==> config.mk <==
export PLATFORM = sky130hd
export DESIGN_NAME = dma_arbiter
export DESIGN_NICKNAME = d
export VERILOG_FILES = /design/src/rtl/dma_arbiter.sv
export SDC_FILE = /design/constraint.sdc
export NUM_CORES = 1
export LEC_CHECK = 0
export ABC_AREA = 1
export ABC_CLOCK_PERIOD_IN_PS = 1800
export CAP_MARGIN = 10
export CORE_ASPECT_RATIO = 0.75
export CORE_MARGIN = 3
export CORE_UTILIZATION = 26
export DETAILED_ROUTE_END_ITERATION = 10
export GPL_TIMING_DRIVEN = 0
export PLACE_DENSITY_LB_ADDON = 0.05
export SLEW_MARGIN = 20
export SYNTH_ARGS = -nofsm -noshare
export SYNTH_HDL_FRONTEND = slang
export SYNTH_SLANG_ARGS = --single-unit
==> constraint.sdc <==
create_clock -name clk -period 1.8 [get_ports clk]
set_clock_uncertainty 0.2 [all_clocks]
set_input_delay 0.18 -clock clk [delete_from_list [all_inputs] [get_ports clk]]
set_output_delay 0.18 -clock clk [all_outputs]
set_load 0.005 [all_outputs]
==> src/rtl/dma_arbiter.sv <==
// dma_arbiter: shares one DMA controller among NDEV requesting devices
// Ports: clk, reset (async, active-high); dev_* per-device request, descriptor,
// handshake and data (packed, device i at slice i); dma_* the single DMA side;
// grant is the one-hot owner (0 when idle), busy is high outside IDLE.
// Define DMA_ARB_RR_EN for round-robin arbitration; default is fixed priority.
module dma_arbiter #(
  parameter int NDEV = 4,
  parameter int DATA = 8,
  parameter int ADD  = 7,
  parameter int WORD = 5
) (
  input  logic                     clk,
  input  logic                     reset,
  input  logic [NDEV-1:0]          dev_rqst,
  input  logic [NDEV*(WORD+1)-1:0] dev_num_words,
  input  logic [NDEV*ADD-1:0]      dev_start_address,
  input  logic [NDEV-1:0]          dev_rd_wr,
  input  logic [NDEV-1:0]          dev_ack_in,
  input  logic [NDEV*DATA-1:0]     dev_data_in,
  output logic [NDEV-1:0]          dev_dma_ack,
  output logic [NDEV-1:0]          dev_end_flag,
  output logic [DATA-1:0]          dev_data_out,
  output logic                     dma_rqst,
  output logic [WORD:0]            dma_num_words,
  output logic [ADD-1:0]           dma_start_address,
  output logic                     dma_rd_wr,
  output logic                     dma_dev_ack,
  output logic [DATA-1:0]          dma_dev_out,
  input  logic                     dma_ack,
  input  logic                     dma_end_flag,
  input  logic [DATA-1:0]          dma_dev_in,
  output logic [NDEV-1:0]          grant,
  output logic                     busy
);
  localparam int IW = $clog2(NDEV);
  localparam int NW = WORD + 1;
  typedef enum logic [1:0] {IDLE, REQ, XFER, RELEASE} state_t;
  state_t state_q, state_d;
  logic [NDEV-1:0] grant_q, grant_d;
  logic [IW-1:0] w_q, w_d, win;
  logic [NW-1:0] nw_q, nw_d;
  logic [ADD-1:0] sa_q, sa_d;
  logic rw_q, rw_d, act;
`ifdef DMA_ARB_RR_EN
  logic [IW-1:0] ptr_q, ptr_d, j;
`endif
  // Scanning from the far end down means the last hit is the first candidate.
  always_comb begin
    win = '0;
`ifdef DMA_ARB_RR_EN
    j = '0;
`endif
    for (int k = NDEV - 1; k >= 0; k--) begin
`ifdef DMA_ARB_RR_EN
      j = IW'((int'(ptr_q) + 1 + k) % NDEV);
      if (dev_rqst[j]) win = j;
`else
      if (dev_rqst[IW'(k)]) win = IW'(k);
`endif
    end
  end
  always_comb begin
    state_d = state_q;
    grant_d = grant_q;
    w_d = w_q;
    nw_d = nw_q;
    sa_d = sa_q;
    rw_d = rw_q;
`ifdef DMA_ARB_RR_EN
    ptr_d = ptr_q;
`endif
    case (state_q)
      IDLE: if (|dev_rqst) begin
        state_d = REQ;
        grant_d = NDEV'(1) << win;
        w_d = win;
        nw_d = dev_num_words[win*NW +: NW];
        sa_d = dev_start_address[win*ADD +: ADD];
        rw_d = dev_rd_wr[win];
`ifdef DMA_ARB_RR_EN
        ptr_d = win;
`endif
      end
      REQ: if (dma_ack) state_d = XFER;
        else if (!dev_rqst[w_q]) begin
          state_d = IDLE;
          grant_d = '0;
        end
      XFER: if (dma_end_flag && !dma_ack) state_d = RELEASE;
      default: begin
        state_d = IDLE;
        grant_d = '0;
      end
    endcase
  end
  always_ff @(posedge clk or posedge reset) begin
    if (reset) begin
      state_q <= IDLE;
      grant_q <= '0;
      w_q <= '0;
      nw_q <= '0;
      sa_q <= '0;
      rw_q <= 1'b0;
`ifdef DMA_ARB_RR_EN
      ptr_q <= IW'(NDEV - 1);
`endif
    end else begin
      state_q <= state_d;
      grant_q <= grant_d;
      w_q <= w_d;
      nw_q <= nw_d;
      sa_q <= sa_d;
      rw_q <= rw_d;
`ifdef DMA_ARB_RR_EN
      ptr_q <= ptr_d;
`endif
    end
  end
  assign act = state_q != IDLE;
  assign busy = act;
  assign grant = grant_q;
  assign dma_rqst = state_q == REQ;
  assign dma_num_words = nw_q;
  assign dma_start_address = sa_q;
  assign dma_rd_wr = rw_q;
  assign dev_data_out = dma_dev_in;
  assign dev_dma_ack = act ? grant_q & {NDEV{dma_ack}} : '0;
  // RELEASE holds the end flag one extra cycle for the device's post-data states.
  assign dev_end_flag = act ? grant_q & {NDEV{dma_end_flag | (state_q == RELEASE)}} : '0;
  assign dma_dev_ack = act & dev_ack_in[w_q];
  assign dma_dev_out = act ? dev_data_in[w_q*DATA +: DATA] : '0;
endmodule
==> results of run 1 <==
-- through the flow --
| stage | util [%] | instances | power [W] | TNS [ns] | instance area (sq um) |
|---|---|---|---|---|---|
| after floorplan | - | 158 | 0.001614 | 0 | 1270 |
| after global placement | 49.55 | 306 | 0.002592 | -1.482 | 2252 |
| after detailed placement | 49.55 | 306 | 0.002595 | -1.441 | 2252 |
| after CTS | 52.82 | 324 | 0.003126 | 0 | 2401 |
| after global routing | 53.40 | 327 | 0.003432 | -0.0002787 | 2427 |
| final | 53.40 | 327 | 0.003141 | 0 | 2427 |
-- repair_timing --
item	in CTS	in global routing
resized for setup	40	3
hold buffers	0	0
cloned	3	0
pin swaps	1	1
buffers inserted	12	3
endpoints found under the setup margin	15	5
-- critical path, cell delays in order (launching register included) --
cell and delay, ns:
dfrtp_2 0.44, nor2_4 0.17, buf_6 0.13, buf_4 0.12, a21oi_1 0.04, clkdlybuf4s15_1 0.20
-- kinds of logic after synthesis --
kind of cell	after synthesis	synth area share [%]
flip-flops	19	38.00
AND/OR/NAND/NOR	60	20.30
buffers and inverters	33	16.70
other	1	0.2997
AO/OA/AOI/OAI	26	13.50
multiplexers	14	11.20
-- flip-flops by register name, summed over array words and instances (netlist names) --
register and flops:
state_q 2, dma_start_address 7, grant 2, dma_rd_wr 1, dma_num_words 6, w_q 1
-- cell type report --
type                    count  area (sq um)
plain buffers              21         176.4
inverters                  11         45.04
multi-input cells         106         588.1
well taps                  57         71.32
clock inverters             1         5.005
fillers                   440          2118
clock buffers               3         41.29
repair inverters            1         7.507
flip-flops and latches     19         479.2
repair buffers            108          1013
-- final timing paths --
check,slack (ns),endpoint,startpoint
setup / recovery,0.06,dma_dev_out[7],state_q[1]
hold / removal,0.09,dma_start_address[3],dev_rqst[0]
setup reg to reg,0.17,dma_num_words[2],state_q[1]
hold reg to reg,0.28,dma_start_address[4],dma_start_address[4]
max in group asynchronous,0.74,w_q[0],reset
min in group asynchronous,0.15,grant[0],reset
-- power by group --
part	switching (W)	leakage, nW	internal (W)
sequential	0.000129	0.230	0.000643
combinational	0.000888	0.909	0.00118
clock	0.000148	0.0255	0.000154
total	0.00116	1.16	0.00198
-- Yosys cell counts --
cell and number:
nand3_1 5, mux2i_1 14, o21ai_2 9, buf_6 3
a21oi_2 1, inv_1 11, o22ai_1 1, nand2_1 45
buf_4 16, a21oi_1 10, dfrtp_1 19, clkbuf_1 1
nor2_1 3, nand2_2 1, nor2_4 2, o21ai_0 5
conb_1 1, buf_2 2, nor3_1 4
-- layer usage --
metal  share of wire [%]  GRT usage (%)  wire [microns]
met5                   0              0               0
met4                   0          1.779               0
met3                 9.9          5.230             397
met2                  45          22.79            1808
met1                  45          19.43            1821
==> results.txt, run 1 <==
Die ar. = 5689 sq um
Status = finished, final reports clean
Mean Syn Cell Area = 8.178 sq um
#FFs+latches synth = 19
Setup ws final = 0.06031 ns
Routed len/inst = 12.31 microns
Initial DRC Count = 40
Seq/Total Area, Yosys = 38.00%
LEAKAGE = 1.164 nW
Count of final hold-check violations = 0
Initial antenna violation count = 0
Biggest area consumer among synthesized cells = dfrtp_1
CP Max Fanout = 5
Total length of routed wires = 4027 microns
Num ports = 153
Final worst path period share = 96.65%
Power per Cell Area = 1294 nW/um^2
Crit path kind = flop to primary output
Pre-CTS setup slack = -0.1617 ns
Routability cong. = 0.7022
Max Buffers Root-to-Sink = 2
Clock sinks = 19
Most common cell after layout, fill and taps aside = clkdlybuf4s50_1
TritonCTS clock tree = done
1st-pass router iterations = 4
DRT antenna net count = 0
Die W = 86.10 microns
Floorplan die height = 66.08 microns
Max_cap viols = 0
Rel. slew slack = 49.90%
Worst min path class = primary input to flop
Cells after synthesis = 153
DRC violations left = 0
Slew @ Worst Pin = 0.7507 ns
Clk slew on worst S/H paths = 0.08 ns
Grt total ovfl = 0
Layout cells sized above 1 = 24.07%
FMAX = 574.8 MHz
Post-Syn Area = 1251 sq um
Peak supply drop = 0.0006346 V
Most frequent cells in the layout = clkdlybuf4s50_1 (76), nand2_1 (45), buf_4 (30)
Layout Area Growth over Synthesis = 94.00%
Core area = 4546 sq um
Final setup viols = 0
Min Hold Slack = 0.09462 ns
Diodes inserted = 0
Max-slew violation count = 0
Via count = 1374
Post-layout minimum cycle time = 1.740 ns
Synth cell types = 19
Hold Path Stages = 3
Row count = 21
First-pass GRT wire length = 6472 microns
Starting Density = 27.53%
TritonCTS Buffers = 3
Largest net degree at the start of global routing = 20
Post-DP HPWL = 2961 microns
Vias in the first global route = 1321
Total track usage = 14.45%
Top-area cell type share of the netlist area = 38.00%
Critical Path AT = 1.36 ns
Drt via density = 4.202
H-tree levels = 1
Skew-Pair Late Insertion Delay = 0.26 ns
Setup crit start kind = flop
I/O Buffers = 91
Ys Warns = 0
WP data required = 1.42 ns
CTS root buf = clkbuf_8
Nets = 379
Largest cells by area after synthesis = dfrtp_1 (38%), nand2_1 (14%), mux2i_1 (11%)
R2R depth = 8
Critical Path Sink Type = primary output
Power figures use the tool's default switching activity.
==> inputs of run 2 (changes only) <==
--- a/config.mk
+++ b/config.mk
@@ -14,6 +14,7 @@
 export DETAILED_ROUTE_END_ITERATION = 10
 export GPL_TIMING_DRIVEN = 0
 export PLACE_DENSITY_LB_ADDON = 0.05
+export REMOVE_ABC_BUFFERS = 1
 export SLEW_MARGIN = 20
 export SYNTH_ARGS = -nofsm -noshare
 export SYNTH_HDL_FRONTEND = slang
==> constraint.sdc (replaced) <==
create_clock -name clk -period 1.8 [get_ports clk]
set_clock_uncertainty 0.2 [all_clocks]
set_input_delay 0.18 -clock clk [delete_from_list [all_inputs] [get_ports clk]]
set_output_delay 0.18 -clock clk [all_outputs]
set_load 0.02 [all_outputs]
==> results.txt, run 2 (synthesis gave the netlist of run 1 again) <==
Die W = 86.10 microns (unchanged)
Critical Path Sink Type = primary output
Storage cell area = 479.2 sq um (unchanged)
R2R Setup Slk = 0.22 ns (+0.05 ns)
Pre-CTS setup slack = -0.8225 ns (-0.6608 ns)
Critical Path AT = 1.34 ns (-0.02 ns)
Sw Pwr = 0.001414 W (+21%)
Final setup viols = 0 (unchanged)
Vias in the first global route = 1179 (-11%)
Max-slew violation count = 0 (unchanged)
Layout Area Growth over Synthesis = 67.70%
Sequential Power Share = 25.4% (+0.8 points)
Multi-input gate area = 590.6 sq um (+0.43%)
Total power = 0.003152 W (+0.37%)
Power per Cell Area = 1502 nW/um^2 (+16%)
Floorplan die height = 66.08 microns (unchanged)
Max_cap viols = 0 (unchanged)
Crit path kind = flop to primary output
Diodes inserted = 0 (unchanged)
RSZ-0062 raised after global routing = false
Routability cong. = 0.6881 (-2.0%)
Initial DRC Count = 16 (-60%)
1st-pass router iterations = 4 (unchanged)
TritonCTS clock tree = done
Setup ws final = 0.07545 ns (+0.01514 ns)
Total length of routed wires = 3669 microns (-8.9%)
Worst min path class = primary input to async pin
Clock power share = 8.9% (-0.7 points)
Setup crit start kind = flop
Largest net degree at the start of global routing = 30 (+50%)
Fillcell total = 456 (+3.6%)
First-pass GRT wire length = 5685 microns (-12%)
CP Max Fanout = 5 (unchanged)
Max reg flops = 7 (unchanged)
Clk slew on worst S/H paths = 0.07 ns (about the same)
Int Power = 0.001738 W (-12%)
DRC violations left = 0 (unchanged)
Skew-Pair Late Insertion Delay = 0.25 ns (about the same)
DRT antenna net count = 0 (unchanged)
WP data required = 1.42 ns (about the same)
Core area = 4546 sq um (unchanged)
Die ar. = 5689 sq um (unchanged)
Status = finished, final reports clean
FMAX = 579.9 MHz (+0.88%)
Grt total ovfl = 0 (unchanged)
Placed cell count = 277 (-9.5%)
Max Buffers Root-to-Sink = 2 (unchanged)
TritonCTS Buffers = 3 (unchanged)
H-tree levels = 1 (unchanged)
Cts hold-fix bufs = 0 (unchanged)
CTS root buf = clkbuf_8
Switching share of power = 44.86% (+7.8 points)
Fin cells = 290 (-11%)
Slew @ Worst Pin = 0.7318 ns (-0.01887 ns)
Total track usage = 12.89% (-1.6 points)
Post-DP HPWL = 2927 microns (-1.1%)
Routed len/inst = 12.65 microns (+2.7%)
Count of final hold-check violations = 0 (unchanged)
Starting Density = 27.53% (unchanged)
Nets = 342 (-9.8%)
Final worst path period share = 95.81% (-0.84 points)
LEAKAGE = 0.9764 nW (-16%)
I/O Buffers = 84 (-7.7%)
Initial antenna violation count = 0 (unchanged)
Rel. slew slack = 51.16% (+1.3 points)
Num ports = 153 (unchanged)
Row count = 21 (unchanged)
Most frequent cells in the layout = clkdlybuf4s50_1 (68), nand2_1 (45), dfrtp_1 (16)
Gate power share = 65.7% (about the same)
Via count = 1226 (-11%)
Most common cell after layout, fill and taps aside = clkdlybuf4s50_1
Layout cells sized above 1 = 17.60% (-6.5 points)
Drt via density = 4.228 (+0.61%)
Peak supply drop = 0.0005765 V (-9.2%)
Post-layout minimum cycle time = 1.725 ns (-0.01514 ns)
Clock sinks = 19 (unchanged)
-- run 2: area by class of cell --
class,instances,area share (%)
inverters,11,2.147
well taps,57,3.399
clock buffers,4,2.147
multi-input cells,106,28.15
repair buffers,93,41.32
flip-flops and latches,19,22.84
-- run 2: metrics by stage --
step                      utilization, %  TNS [ns]  cell area (sq um)  hold slack [ns]
after floorplan                        -         0               1102         -0.06887
after global placement             44.32    -14.53               2014           0.1603
after detailed placement           44.32    -15.39               2014           0.1603
after CTS                          45.97         0               2090           0.1603
after global routing               46.16         0               2098           0.1602
final                              46.16         0               2098           0.1450
-- run 2: power groups by stage --
stage / Sequential [W] / Combinational (W) / Clock (W)
finish: 0.000800 / 0.00207 / 0.000282
global route: 0.000831 / 0.00227 / 0.000320
CTS: 0.000804 / 0.00205 / 0.000298
detailed placement: 0.000818 / 0.00199 / 0
global placement: 0.000807 / 0.00198 / 0
floorplan: 0.00100 / 0.000861 / 0
-- run 2: path summary, 6_finish.rpt --
path	from	endpoint	cells past startpoint
setup / recovery	state_q[0]	dev_dma_ack[1]	4
hold / removal	reset	dma_start_address[2]	2
setup reg to reg	state_q[0]	dma_start_address[6]	5
hold reg to reg	dma_num_words[0]	dma_num_words[0]	2
max in group asynchronous	reset	state_q[0]	2
min in group clk	dma_dev_in[1]	dev_data_out[1]	0
-- run 2: worst max-delay path, stage by stage, from the launching register on --
cell           delay, ns
dfrtp_2             0.42
nor2_4              0.06
buf_4               0.14
nor3_1              0.12
dlygate4sd2_1       0.36
-- run 2: timing repair --
action / 4_1_cts / 5_1_grt
resized for setup: 45 / 11
pin swaps: 1 / 0
buffers inserted: 6 / 3
endpoints found under the setup margin: 33 / 17
-- run 2: per-layer routing --
| layer | global-route usage [%] | routed length [microns] | up-vias |
|---|---|---|---|
| met1 | 14.46 | 1424 | 531 |
| met2 | 20.38 | 1681 | 57 |
| met5 | 0 | 0 | - |
| li1 | - | - | 638 |
| met3 | 9.589 | 562 | 0 |
| met4 | 1.186 | 0 | 0 |
